`src/rtl/ram_uart_streamer.sv`:
```
// ram_uart_streamer: drains a circular byte buffer held in a dual-port RAM
// (1-cycle registered read) and transmits each byte as a UART 8N1 frame.
module ram_uart_streamer #(
  parameter int ADDR_LEN  = 12,
  parameter int CLK_DIV   = 434,
  parameter int STOP_BITS = 1
) (
  input  logic                clk,
  input  logic                rstn,
  input  logic                en,
  input  logic [ADDR_LEN-1:0] wr_ptr,
  output logic [ADDR_LEN-1:0] rd_ptr,
  output logic [ADDR_LEN-1:0] rd_addr,
  input  logic [7:0]          rd_data,
  output logic                busy,
  output logic                uart_tx
);

  localparam int                BAUD_W    = (CLK_DIV > 1) ? $clog2(CLK_DIV) : 1;
  localparam logic [BAUD_W-1:0] BAUD_LAST = BAUD_W'(CLK_DIV - 1);
  localparam logic [2:0]        STOP_LAST = 3'(STOP_BITS - 1);

  typedef enum logic [2:0] {
    S_IDLE,
    S_LOAD,
    S_START,
    S_DATA,
    S_STOP
  } state_t;

  state_t              r_state, w_state_next;
  logic [ADDR_LEN-1:0] r_rd_ptr, w_rd_ptr_next;
  logic [7:0]          r_shift, w_shift_next;
  logic [BAUD_W-1:0]   r_baud, w_baud_next;
  logic [2:0]          r_bit_idx, w_bit_idx_next;
  logic                r_tx, w_tx_next;
  logic                w_baud_done;

  // End of the current bit period.
  assign w_baud_done = (r_baud == BAUD_LAST);

  // State and datapath registers; reset drives the line idle immediately.
  always_ff @(posedge clk or negedge rstn) begin
    if (!rstn) begin
      r_state   <= S_IDLE;
      r_rd_ptr  <= '0;
      r_shift   <= '0;
      r_baud    <= '0;
      r_bit_idx <= '0;
      r_tx      <= 1'b1;
    end else begin
      r_state   <= w_state_next;
      r_rd_ptr  <= w_rd_ptr_next;
      r_shift   <= w_shift_next;
      r_baud    <= w_baud_next;
      r_bit_idx <= w_bit_idx_next;
      r_tx      <= w_tx_next;
    end
  end

  // Next-state logic; the baud counter defaults to 0, which both reloads it
  // at the end of a bit and holds it at 0 in IDLE and LOAD.
  always_comb begin
    w_state_next   = r_state;
    w_rd_ptr_next  = r_rd_ptr;
    w_shift_next   = r_shift;
    w_baud_next    = '0;
    w_bit_idx_next = r_bit_idx;
    w_tx_next      = r_tx;
    case (r_state)
      S_IDLE: begin
        // The RAM samples rd_addr on this same edge, so rd_data is ready in LOAD.
        if (en && (wr_ptr != r_rd_ptr)) begin
          w_state_next = S_LOAD;
        end
      end
      S_LOAD: begin
        w_shift_next  = rd_data;
        w_rd_ptr_next = r_rd_ptr + 1'b1;
        w_tx_next     = 1'b0;
        w_state_next  = S_START;
      end
      S_START: begin
        if (w_baud_done) begin
          w_state_next   = S_DATA;
          w_tx_next      = r_shift[0];
          w_shift_next   = r_shift >> 1;
          w_bit_idx_next = '0;
        end else begin
          w_baud_next = r_baud + 1'b1;
        end
      end
      S_DATA: begin
        if (w_baud_done) begin
          if (r_bit_idx == 3'd7) begin
            w_state_next   = S_STOP;
            w_tx_next      = 1'b1;
            w_bit_idx_next = '0;
          end else begin
            w_bit_idx_next = r_bit_idx + 1'b1;
            w_tx_next      = r_shift[0];
            w_shift_next   = r_shift >> 1;
          end
        end else begin
          w_baud_next = r_baud + 1'b1;
        end
      end
      S_STOP: begin
        if (w_baud_done) begin
          if (r_bit_idx == STOP_LAST) begin
            w_state_next   = S_IDLE;
            w_bit_idx_next = '0;
          end else begin
            w_bit_idx_next = r_bit_idx + 1'b1;
          end
        end else begin
          w_baud_next = r_baud + 1'b1;
        end
      end
      default: begin
        w_state_next = S_IDLE;
        w_tx_next    = 1'b1;
      end
    endcase
  end

  assign rd_ptr  = r_rd_ptr;
  assign rd_addr = r_rd_ptr;
  assign busy    = (r_state != S_IDLE);
  assign uart_tx = r_tx;

endmodule

```
`config.mk`:
```
export PLATFORM = sky130hd
export DESIGN_NAME = ram_uart_streamer
export DESIGN_NICKNAME = d
export VERILOG_FILES = /design/src/rtl/ram_uart_streamer.sv
export SDC_FILE = /design/constraint.sdc
export NUM_CORES = 1
export LEC_CHECK = 0
export CORE_MARGIN = 5
export CORE_UTILIZATION = 43
export CTS_BUF_LIST = sky130_fd_sc_hd__clkbuf_16
export DETAILED_ROUTE_END_ITERATION = 10
export GPL_TIMING_DRIVEN = 0
export PLACE_DENSITY = 0.71
export REMOVE_ABC_BUFFERS = 1
export SETUP_SLACK_MARGIN = 0.02
export SYNTH_ARGS = -nofsm -noshare
export SYNTH_HDL_FRONTEND = slang
export SYNTH_SLANG_ARGS = --single-unit
```
`constraint.sdc`:
```
create_clock -name clk -period 2.4 [get_ports clk]
set_input_delay 0.6 -clock clk [delete_from_list [all_inputs] [get_ports clk]]
set_output_delay 0.6 -clock clk [all_outputs]
set_load 0.02 [all_outputs]
```
* After elaboration in Yosys (flattened, before gate mapping)
Cells that the tools add are included.
** Cells by class
- Shift operators :: 0
- Divide/modulo/power cells :: 0
- Reduce and logical (&&, ||, !) cells :: 12
- Multiplexer cells :: 23
- $mul :: 0
- $lt $le $gt $ge :: 0
- Bitwise logic cells :: 1
- Add/sub/neg operators :: 3
- Equal/unequal tests :: 14
** Operators with widths (number)
- 3-bit 2-to-1 mux :: 11
- 8-bit 2-to-1 mux :: 3
- 8-bit one-hot mux with 3 select lines :: 1
- 9-bit 2-to-1 mux :: 2
- 3-bit one-hot mux with 5 select lines :: 1
- 2-bit inequality test (second input constant) :: 7
- 12-bit by 1-bit adder with 12-bit output (second input constant) :: 1
- 12-bit inequality test :: 1
- 9-bit by 1-bit adder with 9-bit output (second input constant) :: 1
- 9-bit equality test (second input constant) :: 1
- 3-bit one-hot mux with 3 select lines :: 1
- 3-bit nonzero test :: 3
- 4-bit AND reduction :: 2
- 3-bit by 2-bit equality test with 1-bit output (second input constant) :: 2
- 3-bit equality test (second input constant) :: 2
- 3-bit logical NOT :: 2
- 6-bit AND reduction :: 1
- 1-bit one-hot mux with 4 select lines :: 1
- 3-bit by 1-bit adder with 3-bit output (second input constant) :: 1
- 3-bit by 1-bit equality test with 1-bit output (second input constant) :: 1
- 1-bit 2-to-1 mux :: 3
- 3-bit AND reduction :: 1
- 3-bit OR reduction :: 1
- 2-bit OR reduction :: 1
- 2 further kinds :: 2
** Word-level totals
- Output and inout port bits :: 26
- ROM bits :: 0
- Bits in latches :: 0
- Bits in registers :: 36
- Memory bits (writable) :: 0
- Memories kept :: 0
- Bits of input ports :: 23

* Depth between registers and ports, before layout
Gate-level depths: netlist (run 1).
- Depth in word-level cells :: 4
- Mapped depth :: 7
- Mapped depth without buffers :: 6

* Least setup slack after synthesis (run 1)
No wires, ideal clock.
- Path kind :: register to register
- Start point :: register r_baud[1]
- End point :: register r_shift[1]
- Slack :: 0.580 ns
- Path buffers :: 0
- Clock period less this slack :: 1.820 ns
- Required time :: 2.275 ns
- Setup time :: 0.125 ns
- Stages on the path, launching flop included :: 7
- Arrival time :: 1.695 ns
- Cell sequence :: dfrtp_1 inv_1 ha_1 and4b_2 nand3_2 a211oi_4 mux2_2
** On the way
- Word-level cells in the longest chain between the ends :: 3
- Elaborated cells on any way between the ends :: 4
- Those cells by class :: eq/ne: 3; reduce/logical: 1
** RTL lines
- start: declaration :: RTL line 34 : logic [BAUD_W-1:0] r_baud, w_baud_next;
- start signal: assignment :: RTL line 55 : r_baud <= w_baud_next;
- 9-bit equality test (*) :: RTL line 40 : assign w_baud_done = (r_baud == BAUD_LAST);
- 2-bit inequality test (no source line)
- 4-bit AND reduction (no source line) (*)
- end signal: assignment :: RTL line 54 : r_shift <= w_shift_next;
- end: declaration :: RTL line 33 : logic [7:0] r_shift, w_shift_next;
Every way passes the cells marked *; elsewhere a longest branch is shown, timed or not.
A chain may end at the register's enable or synchronous reset.

* Final worst setup path (run 1)
- Start point :: register r_state[1]
- End point :: output busy
** On the way
- Word-level cells in the longest chain between the ends :: 1
** RTL lines
- start: declaration :: RTL line 31 : state_t r_state, w_state_next;
- start signal: assignment :: RTL line 52 : r_state <= w_state_next;
- 3-bit nonzero test :: RTL line 129 : assign busy = (r_state != S_IDLE);
- end: declaration :: RTL line 15 : output logic busy,
Every way passes these cells.

==> results of run 1 <==
power groups by stage:
stage	Clock (mW)	Sequential, mW	Combinational (mW)
after floorplan	0	0.627	0.0198
after CTS	0.728	0.617	0.0715
after global routing	0.758	0.618	0.0779
after global placement	0	0.628	0.0714
final	0.712	0.617	0.0696
after detailed placement	0	0.628	0.0711
layout make-up:
type | count | area, sq um | share of cell area
clock buffer | 5 | 125.1 | 0.04762
multi-input combinational | 139 | 988.4 | 0.3762
inverter | 8 | 30.03 | 0.01143
sequential | 36 | 903.4 | 0.3438
clock inverter | 3 | 37.54 | 0.01429
tap | 54 | 67.56 | 0.02571
timing repair buffer | 48 | 475.5 | 0.1810
routing by layer:
layer	vias up	track usage
li1	745	-
met1	697	0.1809
met2	31	0.2148
met3	8	0.05102
met4	0	0.04983
met5	-	0
registers in the layout, summed over array words and instances, names as in the netlist:
name       cells
r_baud         9
r_bit_idx      3
r_shift        8
r_state        3
rd_addr       12
uart_tx        1
placed cells by master (no fill, tap or decap), drive strengths merged, types with 2 or more instances in the layout:
cell type      instances
clkbuf                 5
a22o                   3
mux2i                  3
nand2                 28
clkdlybuf4s50         47
mux2                  10
o21ai                  3
nor3                   3
nand2b                 4
xnor2                 25
or3                    2
and3                   3
ha                     6
dfrtp                 35
nor2b                  2
clkinv                 2
nor2                  11
a21oi                  2
nand4                  8
xor2                   4
a211oi                 2
nand3                  6
nor3b                  2
inv                    8
worst max-delay path: cells and delay by family (launching register included):
family	cells	cell delay, ns
buffers and inverters	1	0.54
DFF	1	0.50
and+or+nand+nor	2	0.34
repair_timing:
item	in CTS	in global routing
setup buffers	0	0
gates resized for setup	0	1
setup endpoints to repair	0	1
cells by family after synthesis:
logic type	after synthesis	synth area share
AND/OR/NAND/NOR	75	0.1918
flip-flops	36	0.4418
XOR/XNOR	29	0.1244
buffers and inverters	26	0.07414
AO/OA/AOI/OAI	16	0.06128
multiplexers	13	0.06985
adder cells (fa/ha/maj)	6	0.03676
how the worst max path moves through the flow:
stage | start | end
after floorplan | r_baud[1]$_DFF_PN0_ | r_shift[1]$_DFFE_PN0P_
after global placement | rstn | rd_addr[6]$_DFFE_PN0P_
after detailed placement | r_state[1]$_DFFE_PN0P_ | busy
after CTS | r_state[1]$_DFFE_PN0P_ | busy
after global routing | r_state[1]$_DFFE_PN0P_ | busy
final | r_state[1]$_DFFE_PN0P_ | busy
per-stage QoR:
step	area, sq um	power (mW)	setup TNS [ns]	instances	util
floorplan	1921	0.6471	0	183	-
global placement	2469	0.6991	-2.822	285	0.5297
detailed placement	2464	0.6990	0	285	0.5286
CTS	2626	1.416	0	293	0.5635
global route	2628	1.453	0	293	0.5638
finish	2628	1.399	0	293	0.5638
==> impl_metrics.tcl, run 1 <==
set metrics [dict create \
    nets 267 \
    drv_cap 0 \
    worstSkewPairLatency_ns 0.28 \
    reg2reg_from "r_baud[1]$_DFF_PN0_" \
    p_switching_mw 0.2582 \
    die_area_sq_mm 0.006227 \
    die_y_um 78.91 \
    yosysTopAreaCell "dfrtp_1" \
    clock_power_share 0.509 \
    ys_seq_area_frac 0.4418 \
    numCtsBuffers 5 \
    required_ns 1.80 \
    relSlewSlack 0.4854 \
    grt_pass1_vias 1511 \
    finalCriticalPeriod_ns 2.265 \
    hold_buffers 0 \
    p_per_area_mw_per_mm2 532.3 \
    first_pass_iters 4 \
    status "complete, no violations" \
    yosysTopAreaCellShare 0.4289 \
    grt_max_degree 37 \
    cp.arrival_ns 1.67 \
    fillCellCount 419 \
    start_kind "flop" \
    setup_viol_count_final 0 \
    end_kind "primary output" \
    ys.flop_type "dfrtp_1" \
    vias 1481 \
    cp_slowest_cell "clkdlybuf4s50_1" \
    cts_tree "done" \
    p_seq_frac 0.441 \
    cpPeakStageDelay_ns 0.54 \
    met2WireLength_mm 1.835 \
    fp.coreArea_sq_mm 0.004661 \
    synth_most_common_cell "dfrtp_1" \
    p_leak_nw 1.085 \
    io-pin-count 49 \
    ys_types 40 \
    initial_core_util 0.4381 \
    r2r-end "r_shift[3]$_DFFE_PN0P_" \
    n_antenna_cell 0 \
    synth_cells 201 \
    die_w_um 78.91 \
    comb_power_share 0.050 \
    synth_warnings 0 \
    synth-edff-count 0 \
    grt_usage 0.1396 \
    ys_ff_latch 36 \
    cts_htree_levels 2 \
    gp_congestion 0.7556 \
    rsz0062_at_grt "false" \
    worstSetupPathType "reg2out" \
    clkSlewWorstSetupHoldPaths_ns 0.05 \
    worstMarginPinSlew_ns 0.7719 \
    grt_pass1_wl_mm 6.879 \
    port_buffers 48 \
    clock_skew_ns 0.002033 \
    mappedNetlistArea_sq_mm 0.002042 \
    hp-class "in2async" \
    rows 25 \
    wl_met1_mm 1.916 \
    drc 0 \
    syn2layout_area_growth_pct 28.68 \
    path_cells "nor2_1 -> nand2_1 -> clkdlybuf4s50_1" \
    syn-mean-instance-area_sq_um 10.16 \
    setup_slack_ns 0.1345 \
    cts-root-buf "clkbuf_16" \
    ant_nets 0 \
    p_sw_frac 0.1846 \
    clk_path_buf_depth 2 \
    critPathMaxFanout 13 \
    wl_per_cell_um 13.69 \
    dpl_worst_slack_ns 0.3272 \
    via_per_inst 5.055 \
    hold_viol_final 0 \
    final.period_utilization 0.9439 \
    cts_sinks 36 \
    max-vdd-ir-drop_mv 0.2753 \
    clock.fmax_ghz 0.4414 \
    top_layer_used "met4" \
    slew_viol_final 0 \
    async_reset_ff_frac 1.000 \
    detail_route.iter0.violations 58 \
    synthTopCellsByArea "dfrtp_1 (43%), xnor2_1 (11%), mux2_2 (5.5%), nand2_1 (5.1%), buf_4 (4.8%)" \
    route.met3.wl_um 209 \
    post-dp-hpwl_mm 2.968 \
    antenna_found_initial 0 \
    worstRegToRegCells 6 \
    drive_gt1_frac 0.1088 \
    p_int_mw 1.140 \
    holdWs_ns 0.3953 \
    rrSetupSlack_ns 0.38 \
    synth_common_cells "dfrtp_1 (35), nand2_1 (28), xnor2_1 (25)" \
    grt_overflow 0 \
    routed_wl_mm 4.011 \
]
No activity file was read; power rests on OpenSTA's default activity.
==> run 2: changes to the inputs <==
--- a/config.mk
+++ b/config.mk
@@ -9,6 +9,7 @@
 export CORE_UTILIZATION = 43
 export CTS_BUF_LIST = sky130_fd_sc_hd__clkbuf_16
 export DETAILED_ROUTE_END_ITERATION = 10
+export GPL_ROUTABILITY_DRIVEN = 0
 export GPL_TIMING_DRIVEN = 0
 export PLACE_DENSITY = 0.71
 export REMOVE_ABC_BUFFERS = 1
==> results of run 2 <==
Same layout as run 1: the final DEF is identical, and so are final timing and power.
==> run 3: changes to the inputs <==
--- a/config.mk
+++ b/config.mk
@@ -5,12 +5,13 @@
 export SDC_FILE = /design/constraint.sdc
 export NUM_CORES = 1
 export LEC_CHECK = 0
-export CORE_MARGIN = 5
+export CORE_MARGIN = 1.5
 export CORE_UTILIZATION = 43
 export CTS_BUF_LIST = sky130_fd_sc_hd__clkbuf_16
 export DETAILED_ROUTE_END_ITERATION = 10
 export GPL_ROUTABILITY_DRIVEN = 0
 export GPL_TIMING_DRIVEN = 0
+export HOLD_SLACK_MARGIN = 0.05
 export PLACE_DENSITY = 0.71
 export REMOVE_ABC_BUFFERS = 1
 export SETUP_SLACK_MARGIN = 0.02
==> impl_metrics.tcl, run 3 (synthesis results as in run 1) <==
set metrics [dict create \
    grt_pass1_vias 1365 \
    critPathMaxFanout 13 \
    initial_core_util 0.4564 \
    nets 267 \
    path_cells "nor2_1 -> nand2_1 -> clkdlybuf4s50_1" \
    p_int_mw 1.035 \
    p_leak_nw 1.077 \
    grt_pass1_wl_mm 6.320 \
    max-vdd-ir-drop_mv 0.2498 \
    port_buffers 48 \
    rows 24 \
    hp-class "in2async" \
    clock_power_share 0.470 \
    required_ns 1.80 \
    end_kind "primary output" \
    fillCellCount 379 \
    cts_htree_levels 2 \
    relSlewSlack 0.4733 \
    comb_power_share 0.054 \
    grt_max_degree 37 \
    worstMarginPinSlew_ns 0.7901 \
    syn2layout_area_growth_pct 27.39 \
    finalCriticalPeriod_ns 2.268 \
    p_seq_frac 0.476 \
    numCtsBuffers 5 \
    post_cts.repair.setup_buffers 0 \
    holdWs_ns 0.4074 \
    final_cell_mix "clkdlybuf4s50_1 (47), dfrtp_1 (34), nand2_1 (28)" \
    io-pin-count 49 \
    die_y_um 71.91 \
    wl_per_cell_um 13.09 \
    cp_slowest_cell "clkdlybuf4s50_1" \
    ant_nets 0 \
    status "complete, no violations" \
    via_per_inst 5.162 \
    grt_usage 0.1586 \
    cp.arrival_ns 1.67 \
    setup_viol_count_final 0 \
    routed_wl_mm 3.808 \
    p_sw_frac 0.2020 \
    cts_sinks 36 \
    clkSlewWorstSetupHoldPaths_ns 0.05 \
    drc 0 \
    vias 1502 \
    die_w_um 71.91 \
    start_kind "flop" \
    cts_tree "done" \
    die_area_sq_mm 0.005171 \
    final.period_utilization 0.9448 \
    grt_overflow 0 \
    p_per_area_mw_per_mm2 498.5 \
    clock.fmax_ghz 0.4410 \
    drive_gt1_frac 0.1130 \
    p_switching_mw 0.2619 \
    first_pass_iters 4 \
    drv_cap 0 \
    slew_viol_final 0 \
    worstSkewPairLatency_ns 0.28 \
    final_common_cell "clkdlybuf4s50_1" \
    detail_route.iter0.violations 77 \
    cpPeakStageDelay_ns 0.54 \
    clock_skew_ns 0.005875 \
    n_antenna_cell 0 \
    hold_viol_final 0 \
    post-dp-hpwl_mm 2.799 \
    cts-root-buf "clkbuf_16" \
    clk_path_buf_depth 2 \
    postLayoutCoreUtil 0.5814 \
    antenna_found_initial 0 \
    rsz0062_at_grt "false" \
    largest_register_ffs 12 \
    fp.coreArea_sq_mm 0.004474 \
    worstSetupPathType "reg2out" \
]
[run 3: changes by cell type in the layout (fill, tap and decap cells not counted), sizes merged]
cell    delta
bufinv     -1
clkinv     +1
[run 3: power by group through the flow]
stage                     Clock, mW  Sequential (mW)  Combinational (mW)
after global routing          0.660            0.618              0.0767
after global placement            0            0.628              0.0714
after CTS                     0.630            0.617              0.0716
after detailed placement          0            0.628              0.0714
final                         0.609            0.618              0.0698
after floorplan                   0            0.627              0.0198
[run 3: area by class of cell]
cell class	count	area (sq um)	share of cell area
Sequential cell	36	903.4	0.3473
Multi-Input combinational cell	139	988.4	0.3800
Clock inverter	3	13.76	0.005291
Inverter	8	30.03	0.01154
Clock buffer	5	125.1	0.04810
Tap cell	52	65.06	0.02501
Timing Repair Buffer	48	475.5	0.1828
[run 3: final timing paths]
check / start / slack [ns] / cells after the start / end
max: r_state[1]$_DFFE_PN0P_ / 0.13 / 3 / busy
max in group asynchronous: rstn / 1.45 / 1 / r_state[1]$_DFFE_PN0P_
min: rstn / 0.41 / 1 / r_baud[0]$_DFF_PN0_
max reg2reg: r_baud[1]$_DFF_PN0_ / 0.38 / 6 / r_shift[3]$_DFFE_PN0P_
min in group clk: r_shift[4]$_DFFE_PN0P_ / 0.50 / 1 / r_shift[4]$_DFFE_PN0P_
min reg2reg: r_shift[4]$_DFFE_PN0P_ / 0.50 / 1 / r_shift[4]$_DFFE_PN0P_
[run 3: layer usage]
layer  up-vias  global-route usage  routed length, um
met5         -                   0                  0
met4         0             0.07547                 77
met3         6             0.04722                209
met2        42              0.2346               1737
met1       715              0.2140               1784
li1        739                   -                  -
[run 3: critical path, delay by kind of cell, from the launching register on]
family,cells,cell delay [ns]
buffers and inverters,1,0.54
flip-flops,1,0.50
AND/OR/NAND/NOR,2,0.34
[run 3: through the flow]
step	setup WS, ns	power, mW	setup TNS [ns]	instances	instance area, sq um
finish	0.1325	1.297	0	291	2601
CTS	0.1181	1.319	0	291	2601
detailed placement	0.3148	0.6995	0	283	2461
global route	0.03298	1.355	0	291	2601
global placement	-0.09060	0.6992	-3.106	283	2466
floorplan	0.5800	0.6471	0	183	1921
[run 3: timing repair]
action	4_1_cts	5_1_grt
endpoints found under the setup margin	1	0
resized for setup	1	0
hold buffers	0	0
endpoints found under the hold margin	0	0
